<file path="src/rtl/serial_adder_pkg.sv">
// serial_adder_pkg: shared FSM encoding and sizing helpers for the bit-serial adder.
package serial_adder_pkg;

  localparam int STATE_W = 2;

  typedef enum logic [STATE_W-1:0] {
    IDLE = 2'd0,
    RUN  = 2'd1,
    DONE = 2'd2
  } state_e;

  // Bit counter width: enough to index WIDTH bits, never narrower than one bit.
  function automatic int cnt_width(input int w);
    return (w > 1) ? $clog2(w) : 1;
  endfunction

endpackage

</file>
<file path="src/rtl/serial_adder_fa_cell.sv">
// fa_cell: combinational single-bit full adder, the only arithmetic in the serial adder.
module fa_cell (
  input  logic a_i,
  input  logic b_i,
  input  logic ci_i,
  output logic s_o,
  output logic co_o
);

  assign s_o  = a_i ^ b_i ^ ci_i;
  assign co_o = (a_i & b_i) | (ci_i & (a_i ^ b_i));

endmodule

</file>
<file path="src/rtl/serial_adder.sv">
// serial_adder: WIDTH-bit adder that processes one bit per clock, LSB first,
// through a single fa_cell and a carry flop.
// Optional feature macro: SERIAL_ADDER_SUB_EN adds the 'sub' port (A - B).
//
// Handshake: 'start' is a request sampled only while IDLE; it is accepted on
// that edge and any start seen while busy or done is dropped (no queueing).
// 'done' is a one-cycle pulse; sum/cout/ovf are valid from that cycle and
// hold until the next completion.
module serial_adder
  import serial_adder_pkg::*;
#(
  parameter int WIDTH = 8
) (
  input  logic               clk,
  input  logic               rst_n,
  input  logic               start,
  input  logic [WIDTH-1:0]   a,
  input  logic [WIDTH-1:0]   b,
  input  logic               cin,
`ifdef SERIAL_ADDER_SUB_EN
  input  logic               sub,
`endif
  output logic               busy,
  output logic               done,
  output logic [WIDTH-1:0]   sum,
  output logic               cout,
  output logic               ovf,
  output logic [STATE_W-1:0] dbg_state
);

  localparam int              CNT_W    = cnt_width(WIDTH);
  localparam logic [CNT_W-1:0] LAST_BIT = CNT_W'(WIDTH - 1);

  state_e             state_q, state_d;
  logic [WIDTH-1:0]   a_sh_q, a_sh_d;
  logic [WIDTH-1:0]   b_sh_q, b_sh_d;
  logic [WIDTH-1:0]   sum_sh_q, sum_sh_d;
  logic               carry_q, carry_d;
  logic [CNT_W-1:0]   cnt_q, cnt_d;
  logic [WIDTH-1:0]   sum_q, sum_d;
  logic               cout_q, cout_d;
  logic               ovf_q, ovf_d;

  logic [WIDTH-1:0]   b_load;
  logic               c_load;
  logic               fa_s;
  logic               fa_co;
  logic               last_bit;

  // Operand conditioning at capture: subtraction is A + ~B + 1.
  always_comb begin
    b_load = b;
    c_load = cin;
`ifdef SERIAL_ADDER_SUB_EN
    if (sub) begin
      b_load = ~b;
      c_load = 1'b1;
    end
`endif
  end

  fa_cell u_fa (
    .a_i  (a_sh_q[0]),
    .b_i  (b_sh_q[0]),
    .ci_i (carry_q),
    .s_o  (fa_s),
    .co_o (fa_co)
  );

  assign last_bit = (state_q == RUN) && (cnt_q == LAST_BIT);

  // State register and datapath registers, cleared asynchronously.
  always_ff @(posedge clk or negedge rst_n) begin
    if (!rst_n) begin
      state_q  <= IDLE;
      a_sh_q   <= '0;
      b_sh_q   <= '0;
      sum_sh_q <= '0;
      carry_q  <= 1'b0;
      cnt_q    <= '0;
      sum_q    <= '0;
      cout_q   <= 1'b0;
      ovf_q    <= 1'b0;
    end else begin
      state_q  <= state_d;
      a_sh_q   <= a_sh_d;
      b_sh_q   <= b_sh_d;
      sum_sh_q <= sum_sh_d;
      carry_q  <= carry_d;
      cnt_q    <= cnt_d;
      sum_q    <= sum_d;
      cout_q   <= cout_d;
      ovf_q    <= ovf_d;
    end
  end

  // Next-state logic: IDLE -> RUN on start, RUN -> DONE after the MSB, DONE -> IDLE.
  always_comb begin
    state_d = state_q;
    case (state_q)
      IDLE:    if (start) state_d = RUN;
      RUN:     if (last_bit) state_d = DONE;
      DONE:    state_d = IDLE;
      default: state_d = IDLE;
    endcase
  end

  // Datapath next values: capture on accept, one bit per RUN cycle, publish on the MSB edge.
  always_comb begin
    a_sh_d   = a_sh_q;
    b_sh_d   = b_sh_q;
    sum_sh_d = sum_sh_q;
    carry_d  = carry_q;
    cnt_d    = cnt_q;
    sum_d    = sum_q;
    cout_d   = cout_q;
    ovf_d    = ovf_q;
    case (state_q)
      IDLE: begin
        if (start) begin
          a_sh_d   = a;
          b_sh_d   = b_load;
          carry_d  = c_load;
          cnt_d    = '0;
          sum_sh_d = '0;
        end
      end
      RUN: begin
        a_sh_d   = a_sh_q >> 1;
        b_sh_d   = b_sh_q >> 1;
        // New sum bit enters at the MSB end so after WIDTH shifts bit 0 is at the LSB.
        sum_sh_d = (sum_sh_q >> 1) | (WIDTH'(fa_s) << (WIDTH - 1));
        carry_d  = fa_co;
        if (last_bit) begin
          sum_d  = sum_sh_d;
          cout_d = fa_co;
          // carry_q here is the carry into the MSB.
          ovf_d  = carry_q ^ fa_co;
        end else begin
          cnt_d = cnt_q + CNT_W'(1);
        end
      end
      default: ;
    endcase
  end

  // Outputs decoded from state and result registers.
  always_comb begin
    busy      = (state_q == RUN);
    done      = (state_q == DONE);
    sum       = sum_q;
    cout      = cout_q;
    ovf       = ovf_q;
    dbg_state = state_q;
  end

endmodule

</file>
<file path="config.mk">
export PLATFORM = sky130hd
export DESIGN_NAME = serial_adder
export DESIGN_NICKNAME = d
export VERILOG_FILES = /design/src/rtl/serial_adder_pkg.sv /design/src/rtl/serial_adder_fa_cell.sv /design/src/rtl/serial_adder.sv
export SDC_FILE = /design/constraint.sdc
export NUM_CORES = 1
export LEC_CHECK = 0
export ABC_AREA = 1
export BUFFER_PORTS_ARGS = -buffer_cell sky130_fd_sc_hd__buf_2
export CAP_MARGIN = 20
export CORE_UTILIZATION = 24
export CTS_BUF_LIST = sky130_fd_sc_hd__clkbuf_4 sky130_fd_sc_hd__clkbuf_8 sky130_fd_sc_hd__clkbuf_16
export DETAILED_ROUTE_END_ITERATION = 10
export HOLD_SLACK_MARGIN = 0.12
export PLACE_DENSITY_LB_ADDON = 0.3
export SLEW_MARGIN = 20
export SYNTH_ARGS = -nofsm -noshare
export SYNTH_HDL_FRONTEND = slang
export SYNTH_HIERARCHICAL = 1
export SYNTH_SLANG_ARGS = --single-unit
</file>
<file path="constraint.sdc">
create_clock -name clk -period 1.3 [get_ports clk]
set_clock_uncertainty 0.05 [all_clocks]
set_input_delay 0.13 -clock clk [delete_from_list [all_inputs] [get_ports clk]]
set_output_delay 0.13 -clock clk [all_outputs]
set_load 0.02 [all_outputs]
</file>
# After elaboration in Yosys (flattened, before gate mapping)

Cells that the tools add are included.

$add $sub $neg: 1
Equal/unequal tests: 6
Multiplexer cells: 14
Bitwise logic cells: 7
Reduce and logical (&&, ||, !) cells: 7

Operators by type and width:

| operator                                                               | number |
|---|---|
| 8-bit case mux with 2 select lines                                     | 3 |
| 8-bit 2-to-1 mux                                                       | 3 |
| 7-bit by 8-bit OR with 8-bit output                                    | 1 |
| 3-bit 2-to-1 mux                                                       | 2 |
| 3-bit case mux with 2 select lines                                     | 1 |
| 2-bit AND reduction                                                    | 3 |
| 2-bit 2-to-1 mux                                                       | 2 |
| 2-bit != test (second input constant)                                  | 2 |
| 2-bit case mux with 2 select lines                                     | 1 |
| 3-bit by 1-bit adder with 3-bit output (second input constant)         | 1 |
| 3-bit equality test (second input constant)                            | 1 |
| 3-bit AND reduction                                                    | 1 |
| 1-bit XOR                                                              | 3 |
| 1-bit bitwise AND                                                      | 2 |
| 2-bit by 1-bit equality test with 1-bit output (second input constant) | 1 |
| 2-bit equality test (second input constant)                            | 1 |
| 2-bit logical NOT                                                      | 1 |
| 2-bit by 1-bit != test with 1-bit output (second input constant)       | 1 |
| 1-bit case mux with 2 select lines                                     | 1 |
| 2-bit nonzero test                                                     | 1 |
| 1-bit logical AND                                                      | 1 |
| 1-bit 2-to-1 mux                                                       | 1 |
| 1-bit OR                                                               | 1 |

Register bits: 40
Bits of input ports: 20
Output and inout port bits: 14
Logic and storage cells: 44

# Depth between registers and ports, before layout

Gate-level depths: netlist (run 1).

Depth after elaboration: 4
Mapped depth: 7
Gate-level depth less buffers: 6

# Cells and area by module

Netlist (run 1), hierarchy kept.

Modules (own cells, without submodules):

| module       | instances | cells each | area each (um^2) | seq. area each (um^2) |
|---|---|---|---|---|
| serial_adder | 1         | 216        | 1,783.0          | 975.9 |
| fa_cell      | 1         | 1          | 20.0             | 0.0 |

# Worst setup path after synthesis (run 1)

OpenSTA, ideal clock, no wires.

Path type: register -> register
Start point: reg state_q[0] (netlist: dbg_state[0])
End point: reg cout_q (netlist: cout)
Arrival time: 1,282 ps
Setup slack: -149 ps
Cell stages (with the launch flop): 8
Path through: dfrtp_1 > buf_6 > inv_2 > nor2_4 > nand2_4 > buf_6 > nand2_1 > nand2_1

Word-level cells in the longest chain between the ends: 3

Ends and longest elaborated chain:

| item                                               | RTL line           | source |
|---|---|---|
| start: declaration                                 | serial_adder.sv:34 | `state_e state_q, state_d;` |
| start signal: assignment                           | serial_adder.sv:85 | `state_q <= state_d;` |
| 2-bit by 1-bit equality test with 1-bit output (*) | --                 |  |
| net busy                                           | serial_adder.sv:23 | `output logic busy,` |
| 1-bit logical AND                                  | serial_adder.sv:70 | `assign last_bit = (state_q == RUN) && (cnt_q == LAST_BIT);` |
| 2-bit AND reduction (no source line) (*)           | --                 |  |
| end signal: assignment                             | serial_adder.sv:92 | `cout_q <= cout_d;` |
| end: declaration                                   | serial_adder.sv:41 | `logic cout_q, cout_d;` |

The timed path passes the listed nets; every way through them passes the cells marked *.
A chain may end at the register's enable or synchronous reset.

# Final worst setup path (run 1)

Start point: reg state_q[0] (netlist: dbg_state[0])
End point: out done

Word-level cells in the longest chain between the ends: 1

Ends and longest elaborated chain:

| item                | RTL line            | source |
|---|---|---|
| 2-bit equality test | serial_adder.sv:150 | `done = (state_q == DONE);` |
| end: declaration    | serial_adder.sv:24  | `output logic done,` |

No other way between the ends.

==> impl_metrics.env, run 1 <==
export IMPL_avgViaCountPerCell=4.05
export IMPL_switching_share_pct=40.5
export IMPL_power_frac_clock_pct=15.9
export IMPL_fin_crit_ns=1.31
export IMPL_numCtsBuffers=5
export IMPL_end_kind="output pin"
export IMPL_routedWlPerCell_um=11.1
export IMPL_grt_overflow_total=0
export IMPL_r2r_setup_slack_ns=0.02
export IMPL_drt_total_wl_um=4330
export IMPL_drtPass1Iterations=4
export IMPL_grt_setup_unrepaired="yes"
export IMPL_power_density_cell_area_nw_per_um2=2220
export IMPL_detailroute_via_count=1580
export IMPL_crit_fanout=4
export IMPL_finish_cell_count_without_fillers=390
export IMPL_critPathSlowestCell="sky130_fd_sc_hd__dfrtp_2"
export IMPL_maxSlewViolCount=0
export IMPL_power_ir_vdd_worst_uv=690
export IMPL_placed_cells=353
export IMPL_cp_start_kind="flop"
export IMPL_critical_path_max_stage_delay_ns=0.47
export IMPL_layout_worst_path_cycle_share_pct=100
export IMPL_setup_violations_final=1
export IMPL_synth_seq_cells=39
export IMPL_syn_area_um2=1800
export IMPL_setup_ws_ns=-0.00563
export IMPL_route_detailed_drc=0
export IMPL_cells_along_the_critical_path="buf_8, nor2_4, buf_6"
export IMPL_sequential_power_share_pct=34.5
export IMPL_max_clock_freq_mhz=766
export IMPL_violated_checks="setup timing"
export IMPL_postSynthNetCount=240
export IMPL_portBuffers=33
export IMPL_status="finished, violations left"
export IMPL_via_count_of_the_first_global_routing_pass=1587
export IMPL_antenna_violating_nets_post_route=0
export IMPL_die_height_um=88.7
export IMPL_total_die_area_um2=7860
export IMPL_clk_latency_ns=0.30
export IMPL_layout_area_overhead_vs_synth_pct=48.0
export IMPL_most_frequent_cells_after_synthesis="113 x sky130_fd_sc_hd__nand2_1, 39 x sky130_fd_sc_hd__dfrtp_1, 19 x sky130_fd_sc_hd__nand3_1"
export IMPL_ioPinCount=34
export IMPL_power_net_switching_mw=2.40
export IMPL_timing_rr_end="a_sh_q[2]"
export IMPL_initial_utilization_pct=24.9
export IMPL_cts_tree="built"
export IMPL_ys_dominant_reg_cell="sky130_fd_sc_hd__dfrtp_1"
export IMPL_grt_use_total_pct=12.2
export IMPL_r2r_start="dbg_state[0]"
export IMPL_synth_top_cell_by_area="sky130_fd_sc_hd__dfrtp_1"
export IMPL_synth_yosys_warnings=6
export IMPL_hold_depth=3
export IMPL_cp_data_required_time_ns=1.12
export IMPL_cts_sinks=39
export IMPL_synth_most_common_cell="sky130_fd_sc_hd__nand2_1"
export IMPL_insertedDiodeCount=0
export IMPL_placementRows=31
export IMPL_min_delay_path_class="input port to flop"
export IMPL_hold_path_startpoint="start"
export IMPL_finish_net_count=313
export IMPL_clk_root_buffer_cell="sky130_fd_sc_hd__clkbuf_8"
export IMPL_asyncSetResetFlopFracSynth_pct=100
export IMPL_crit_path_arrival_time_ns=1.13
export IMPL_hold_path_end="dbg_state[0]"
export IMPL_cts_root_to_sink_buffers=2
export IMPL_timing_max_cap_violations=0
export IMPL_static_leakage_power_nw=1.40
export IMPL_synth_edf_count=0
export IMPL_yosys_cell_types_count=17
export IMPL_p_comb_share_pct=49.5
export IMPL_netlist_top_cells_area="sky130_fd_sc_hd__dfrtp_1 54%, sky130_fd_sc_hd__nand2_1 24%, sky130_fd_sc_hd__nand3_1 5.3%"
export IMPL_n_fill_cell=767
export IMPL_netlist_instances=217
export IMPL_dieWidth_um=88.7
export IMPL_drt_iter0_markers=49
export IMPL_core_region_area_um2=7250
export IMPL_final_hold_violation_count=0
export IMPL_grt_start_max_net_pins=40
export IMPL_cts_htree_levels=2
export IMPL_final_weighted_congestion_in_routability_driven_placement=0.705
export IMPL_synth_largest_type_area_fraction_pct=54.1
export IMPL_drive_above_1_share_pct=31.3
export IMPL_grt_antenna_before_repair=0
export IMPL_worst_r2r_path_depth=6
export IMPL_fin_util_pct=36.8
export IMPL_synth_seq_area_share_pct=54.1
export IMPL_internal_power_mw=3.53
export IMPL_critPathKind="flop to output pin"
export IMPL_hpwl_um=2730
export IMPL_placement_setup_worst_slack_ns=-0.0320
export IMPL_clk_pin_slew_ns=0.08
export IMPL_timing_max_slew_rel_slack_pct=85.4
export IMPL_worst_slew_pin_slew_ns=0.219
export IMPL_post_synth_cell_area_avg_um2=8.31
export IMPL_grt_pass1_wl_um=7240
metrics by stage:
step | setup TNS, ns | power [mW] | cell area, um2 | hold WS, ns
2_1_floorplan | -0.743 | 3.70 | 1810 | -0.216
3_3_place_gp | -0.0273 | 4.37 | 2140 | 0.0697
3_5_place_dp | -0.0755 | 4.41 | 2140 | 0.0702
4_1_cts | -0.0564 | 5.66 | 2530 | 0.180
5_1_grt | -0.383 | 6.48 | 2670 | 0.219
6_report | -0.00563 | 5.94 | 2670 | 0.180
area by class of cell:
class                           count  area, um2  area share [%]
Inverter                           13       56.3            2.11
Multi-Input combinational cell    157        791            29.6
Sequential cell                    39        977            36.6
Tap cell                           99        124            4.64
Clock buffer                        8        104            3.89
Timing Repair Buffer               74        617            23.1
registers in the layout, summed over array words and instances, names as in the netlist:
name,count
cnt_q,3
dbg_state,2
carry_q,1
sum,8
sum_sh_q,7
ovf,1
b_sh_q,8
cout,1
a_sh_q,8
repair_timing:
item                                    4_1_cts  5_1_grt
cloned                                        0        0
setup buffers                                 6        6
hold endpoints to repair                     56        0
resized for setup                            19       26
endpoints found under the setup margin       13       40
pin swaps                                     1        6
hold buffers                                 18        0
cells by family after synthesis:
logic type	Yosys count	synth area share (%)
AND/OR/NAND/NOR	139	31.6
flip-flops	39	54.1
buffers and inverters	21	5.90
AO/OA/AOI/OAI	14	5.34
adder cells (fa/ha/maj)	3	2.50
XOR/XNOR	1	0.486
placed cells by master, fill, tap and decap left out, types with 4 or more instances in the layout:
master,netlist,routed
sky130_fd_sc_hd__buf_12,0,4
sky130_fd_sc_hd__buf_2,4,30
sky130_fd_sc_hd__buf_4,0,13
sky130_fd_sc_hd__buf_6,3,7
sky130_fd_sc_hd__clkbuf_8,0,7
sky130_fd_sc_hd__dfrtp_1,39,38
sky130_fd_sc_hd__dlygate4sd3_1,0,18
sky130_fd_sc_hd__inv_1,10,9
sky130_fd_sc_hd__nand2_1,113,109
sky130_fd_sc_hd__nand2_2,1,4
sky130_fd_sc_hd__nand3_1,19,17
sky130_fd_sc_hd__o21ai_1,0,6
sky130_fd_sc_hd__o21ai_2,7,7
worst max path at each step:
| stage | startpoint | endpoint | slack [ns] |
|---|---|---|---|
| floorplan | dbg_state[0] | cout | -0.1 |
| global placement | cnt_q[0] | ovf | -0.01 |
| detailed placement | cnt_q[0] | ovf | -0.03 |
| CTS | dbg_state[1] | busy | -0.03 |
| global route | dbg_state[0] | done | -0.06 |
| finish | dbg_state[0] | done | -0.006 |
power by group through the flow:
| stage | clock [mW] | combinational (mW) | sequential, mW |
|---|---|---|---|
| after global routing | 1.02 | 3.34 | 2.12 |
| after global placement | 0 | 2.33 | 2.05 |
| final | 0.946 | 2.94 | 2.05 |
| after CTS | 0.974 | 2.65 | 2.03 |
| after detailed placement | 0 | 2.35 | 2.05 |
| after floorplan | 0 | 1.50 | 2.20 |
metal layers:
metal	GRT usage (%)	up-vias	wire length, um
met3	2.99	5	207
met1	15.5	725	2070
li1	-	819	-
met4	5.72	0	63
met2	19.6	31	1990
met5	0	-	0
critical path, delay by kind of cell, from the launching register on:
kind	cells	cell delay [ns]
buf+inv	2	0.26
flops	1	0.47
simple gates	1	0.09
No activity file was read; power rests on OpenSTA's default activity.
==> run 2: changes to the inputs <==
RECOVER_POWER = 25   (was not set)
==> run 2 against run 1 <==
The run still ends with setup timing left. Total power hardly changed. Routed wire length is 0.37% higher. Non-clock buffer count stayed put. Combinational power hardly changed. Fmax hardly changed. Cell area is 0.47% lower. Critical endpoint unchanged.
==> impl_metrics.env, run 2 (synthesis results as in run 1) <==
export IMPL_status="finished, violations left"
export IMPL_violated_checks="setup timing"
export IMPL_placed_cells=353
export IMPL_cts_tree="built"
export IMPL_power_ir_vdd_worst_uv=690
export IMPL_min_delay_path_class="input port to flop"
export IMPL_grt_overflow_total=0
export IMPL_grt_setup_unrepaired="yes"
export IMPL_grt_pass1_wl_um=7240
export IMPL_core_region_area_um2=7250
export IMPL_initial_utilization_pct=24.9
export IMPL_max_clock_freq_mhz=766
export IMPL_critical_path_max_stage_delay_ns=0.47
export IMPL_grt_antenna_before_repair=0
export IMPL_fin_tns_setup_ns=-0.00564
export IMPL_sequential_power_share_pct=34.6
export IMPL_final_weighted_congestion_in_routability_driven_placement=0.705
export IMPL_crit_path_arrival_time_ns=1.13
export IMPL_grt_use_total_pct=12.2
export IMPL_total_die_area_um2=7860
export IMPL_r2r_setup_slack_ns=0.02
export IMPL_internal_power_mw=3.53
export IMPL_critPathSlowestCell="sky130_fd_sc_hd__dfrtp_2"
export IMPL_die_height_um=88.7
export IMPL_power_frac_clock_pct=16.0
export IMPL_setup_violations_final=1
export IMPL_dieWidth_um=88.7
export IMPL_via_count_of_the_first_global_routing_pass=1587
export IMPL_hpwl_um=2730
export IMPL_drt_iter0_markers=49
export IMPL_end_kind="output pin"
export IMPL_critPathKind="flop to output pin"
export IMPL_numCtsBuffers=5
export IMPL_antenna_violating_nets_post_route=0
export IMPL_clk_pin_slew_ns=0.08
export IMPL_routedWlPerCell_um=11.1
export IMPL_timing_max_slew_rel_slack_pct=63.5
export IMPL_drive_above_1_share_pct=31.3
export IMPL_cp_start_kind="flop"
export IMPL_clk_latency_ns=0.30
export IMPL_power_density_cell_area_nw_per_um2=2230
export IMPL_ioPinCount=34
export IMPL_most_common_layout_cells="109 x sky130_fd_sc_hd__nand2_1, 38 x sky130_fd_sc_hd__dfrtp_1, 30 x sky130_fd_sc_hd__buf_2"
export IMPL_timing_max_cap_violations=0
export IMPL_fin_crit_ns=1.31
export IMPL_final_hold_violation_count=0
export IMPL_static_leakage_power_nw=1.39
export IMPL_insertedDiodeCount=0
export IMPL_avgViaCountPerCell=4.05
export IMPL_switching_share_pct=40.5
export IMPL_power_net_switching_mw=2.40
export IMPL_portBuffers=33
export IMPL_power_total_mw=5.93
export IMPL_route_detailed_drc=0
export IMPL_layout_area_overhead_vs_synth_pct=47.3
export IMPL_worst_slew_pin_slew_ns=0.548
export IMPL_drt_total_wl_um=4350
export IMPL_cts_htree_levels=2
export IMPL_cp_data_required_time_ns=1.12
export IMPL_p_comb_share_pct=49.5
export IMPL_finish_net_count=313
export IMPL_layout_commonest_cell="sky130_fd_sc_hd__nand2_1"
export IMPL_setup_ws_ns=-0.00564
export IMPL_placementRows=31
export IMPL_finish_cell_count_without_fillers=390
export IMPL_cells_along_the_critical_path="buf_8, nor2_4, buf_6"
export IMPL_clk_root_buffer_cell="sky130_fd_sc_hd__clkbuf_8"
export IMPL_drtPass1Iterations=4
export IMPL_layout_worst_path_cycle_share_pct=100
export IMPL_detailroute_via_count=1580
export IMPL_maxSlewViolCount=0
export IMPL_grt_start_max_net_pins=40
export IMPL_cts_sinks=39
export IMPL_cts_root_to_sink_buffers=2
export IMPL_crit_fanout=4
run 2: final timing paths:
| path | startpoint | depth (start not counted) | endpoint |
|---|---|---|---|
| min in group asynchronous | rst_n | 3 | sum[0] |
| max in group asynchronous | rst_n | 3 | dbg_state[0] |
| worst max-delay path | dbg_state[0] | 3 | done |
| worst max register to register | dbg_state[0] | 6 | a_sh_q[2] |
| worst min-delay path | start | 3 | dbg_state[0] |
| worst min register to register | sum[3] | 2 | sum[3] |
run 2: what timing repair did:
item,4_1_cts,5_1_grt
endpoints found under the hold margin,56,0
pin swaps,1,6
resized for setup,19,26
buffers inserted,6,6
hold buffers,18,0
setup endpoints to repair,13,40
run 2: cell type report:
type                    count  area (um2)
inverters                  13        56.3
repair buffers             74         604
flip-flops and latches     39         977
multi-input cells         157         791
fillers                   769        4600
well taps                  99         124
clock buffers               8         104
run 2: per-layer routing:
layer | vias up | track usage, % | share of wire, %
met4 | 0 | 5.72 | 1.4
met3 | 5 | 2.99 | 4.8
li1 | 819 | - | -
met1 | 725 | 15.5 | 48
met5 | - | 0 | 0
met2 | 31 | 19.6 | 46
run 2: stage by stage:
stage / utilization [%] / hold WS (ns) / setup WS, ns / area, um2
finish: 36.6 / 0.180 / -0.00564 / 2660
global route: 36.6 / 0.219 / -0.0587 / 2660
CTS: 34.9 / 0.180 / -0.0253 / 2530
detailed placement: 29.5 / 0.0702 / -0.0320 / 2140
global placement: 29.5 / 0.0697 / -0.0135 / 2140
floorplan: - / -0.216 / -0.0984 / 1810
run 2: power groups by stage:
stage | clock network, mW | registers, mW | logic [mW]
6_report | 0.948 | 2.05 | 2.93
2_1_floorplan | 0 | 2.20 | 1.50
3_3_place_gp | 0 | 2.05 | 2.33
3_5_place_dp | 0 | 2.05 | 2.35
5_1_grt | 1.02 | 2.12 | 3.34
4_1_cts | 0.974 | 2.03 | 2.65
run 2: critical path: cells and delay by family (launching register included):
| family | cells | cell delay, ns |
|---|---|---|
| simple gates | 1 | 0.09 |
| buf+inv | 2 | 0.26 |
| flops | 1 | 0.47 |
==> run 3: changes to the inputs <==
CORE_ASPECT_RATIO = 1.25   (was not set)
==> run 3 against run 2 <==
The run still ends with setup timing left. Via count is 3.6% higher. Fmax shrank 1.1%. First-iteration DRC count unchanged. Clock power decreased by 15%. Core utilization rose by 1.1 points. Non-clock buffer count rose by 2. Total power is 0.29% higher. Critical endpoint unchanged.
==> impl_metrics.env, run 3 (synthesis results as in run 1) <==
export IMPL_status="finished, violations left"
export IMPL_violated_checks="setup timing"
export IMPL_grt_overflow_total=0
export IMPL_timing_max_slew_rel_slack_pct=48.4
export IMPL_critPathKind="flop to output pin"
export IMPL_fin_tns_setup_ns=-0.0202
export IMPL_power_ir_vdd_worst_uv=868
export IMPL_gr_max_usage_layer="met2"
export IMPL_cts_htree_levels=2
export IMPL_antenna_violating_nets_post_route=0
export IMPL_n_fill_cell=725
export IMPL_p_comb_share_pct=52.0
export IMPL_end_kind="output pin"
export IMPL_portBuffers=33
export IMPL_globalRouteMet3Util_pct=3.15
export IMPL_numCtsBuffers=5
export IMPL_min_delay_path_class="input port to flop"
export IMPL_timing_hold_ws_ns=0.150
export IMPL_grt_use_met1_pct=14.7
export IMPL_setup_ws_ns=-0.0202
export IMPL_grt_pass1_wl_um=7290
export IMPL_finish_net_count=315
export IMPL_final_seq_area_um2=978
export IMPL_max_clock_freq_mhz=757
export IMPL_initial_utilization_pct=25.4
export IMPL_drtPass1Iterations=4
export IMPL_grt_use_total_pct=12.0
export IMPL_layout_area_overhead_vs_synth_pct=48.7
export IMPL_core_region_area_um2=7100
export IMPL_hpwl_um=2810
export IMPL_power_density_cell_area_nw_per_um2=2220
export IMPL_cts_root_to_sink_buffers=2
export IMPL_internal_power_mw=3.48
export IMPL_cts_sinks=39
export IMPL_crit_path_arrival_time_ns=1.14
export IMPL_setup_violations_final=1
export IMPL_cp_start_kind="flop"
export IMPL_cts_tree="built"
export IMPL_grt_met2_usage_pct=20.1
export IMPL_power_frac_clock_pct=13.5
export IMPL_dieWidth_um=79.5
export IMPL_most_common_layout_cells="111 x sky130_fd_sc_hd__nand2_1, 37 x sky130_fd_sc_hd__dfrtp_1, 30 x sky130_fd_sc_hd__buf_2"
export IMPL_crit_fanout=5
export IMPL_layout_worst_path_cycle_share_pct=102
export IMPL_via_count_of_the_first_global_routing_pass=1612
export IMPL_routedWlPerCell_um=12.3
export IMPL_route_detailed_drc=0
export IMPL_die_height_um=98.9
export IMPL_timing_max_cap_violations=0
export IMPL_switching_share_pct=41.5
export IMPL_detailroute_via_count=1637
export IMPL_total_die_area_um2=7870
export IMPL_finish_cell_count_without_fillers=383
export IMPL_multiInputGateArea_um2=801
export IMPL_cp_data_required_time_ns=1.12
export IMPL_placed_cells=343
export IMPL_sequential_power_share_pct=34.5
export IMPL_grt_setup_unrepaired="yes"
export IMPL_clk_latency_ns=0.29
export IMPL_fin_util_pct=37.7
export IMPL_drt_total_wl_um=4710
export IMPL_fin_crit_ns=1.32
export IMPL_grt_start_max_net_pins=23
export IMPL_static_leakage_power_nw=1.40
export IMPL_ioPinCount=34
export IMPL_clk_pin_slew_ns=0.09
export IMPL_drt_iter0_markers=49
export IMPL_clk_root_buffer_cell="sky130_fd_sc_hd__clkbuf_8"
export IMPL_final_weighted_congestion_in_routability_driven_placement=0.706
export IMPL_final_hold_violation_count=0
export IMPL_worst_slew_pin_slew_ns=0.773
export IMPL_layout_commonest_cell="sky130_fd_sc_hd__nand2_1"
export IMPL_placementRows=34
export IMPL_insertedDiodeCount=0
export IMPL_drive_above_1_share_pct=31.4
export IMPL_power_net_switching_mw=2.47
export IMPL_grt_antenna_before_repair=0
export IMPL_avgViaCountPerCell=4.27
export IMPL_maxSlewViolCount=0
## run 3: cell count changes in the layout (fill, tap and decap cells not counted), sizes merged
cell / change
clkinv: +4
clkbuf: -1
inv: -1
## run 3: power groups by stage
stage          sequential [mW]  combinational (mW)  clock, mW
2_1_floorplan             2.20                1.50          0
3_3_place_gp              2.05                2.30          0
3_5_place_dp              2.06                2.34          0
4_1_cts                   2.04                2.56      0.830
5_1_grt                   2.12                3.48      0.883
6_report                  2.05                3.09      0.802
## run 3: layout make-up
class                           count  share of cell area, %
Sequential cell                    39                   36.5
Timing Repair Buffer               76                   24.0
Multi-Input combinational cell    157                   29.9
Clock buffer                        5                   2.57
Tap cell                           90                   4.20
Inverter                           13                   2.29
Clock inverter                      3                  0.560
## run 3: worst paths after layout
path | from | to | slack [ns] | cells after the start
min in group asynchronous | rst_n | sum[4] | 0.37 | 2
setup / recovery | dbg_state[0] | done | -0.02 | 3
setup reg to reg | dbg_state[0] | a_sh_q[3] | 0.01 | 6
hold / removal | start | dbg_state[0] | 0.15 | 3
hold reg to reg | b_sh_q[7] | b_sh_q[7] | 0.43 | 2
max in group asynchronous | rst_n | b_sh_q[6] | 0.17 | 3
## run 3: timing repair
action,CTS,global route
buffers inserted,5,8
endpoints found under the setup margin,18,39
endpoints found under the hold margin,56,0
hold buffers,18,0
pin swaps,1,3
gates cloned,0,3
resized for setup,15,29
## run 3: routing by layer
layer	wire (um)	up-vias	share of wire (%)
met5	0	-	0
met4	37	0	0.79
met3	164	4	3.5
met2	2420	36	51
met1	2090	775	44
li1	-	822	-
## run 3: metrics by stage
step,setup WS (ns),power (mW),instance area [um2]
after global placement,-0.0122,4.35,2120
after detailed placement,-0.0325,4.40,2120
final,-0.0202,5.95,2680
after floorplan,-0.0984,3.70,1810
after global routing,-0.0731,6.48,2680
after CTS,-0.0384,5.43,2470
## run 3: worst max-delay path: stages (launching register included)
cell and delay (ns):
sky130_fd_sc_hd__dfrtp_2 0.47, sky130_fd_sc_hd__buf_12 0.15, sky130_fd_sc_hd__nor2_4 0.10, sky130_fd_sc_hd__buf_6 0.12
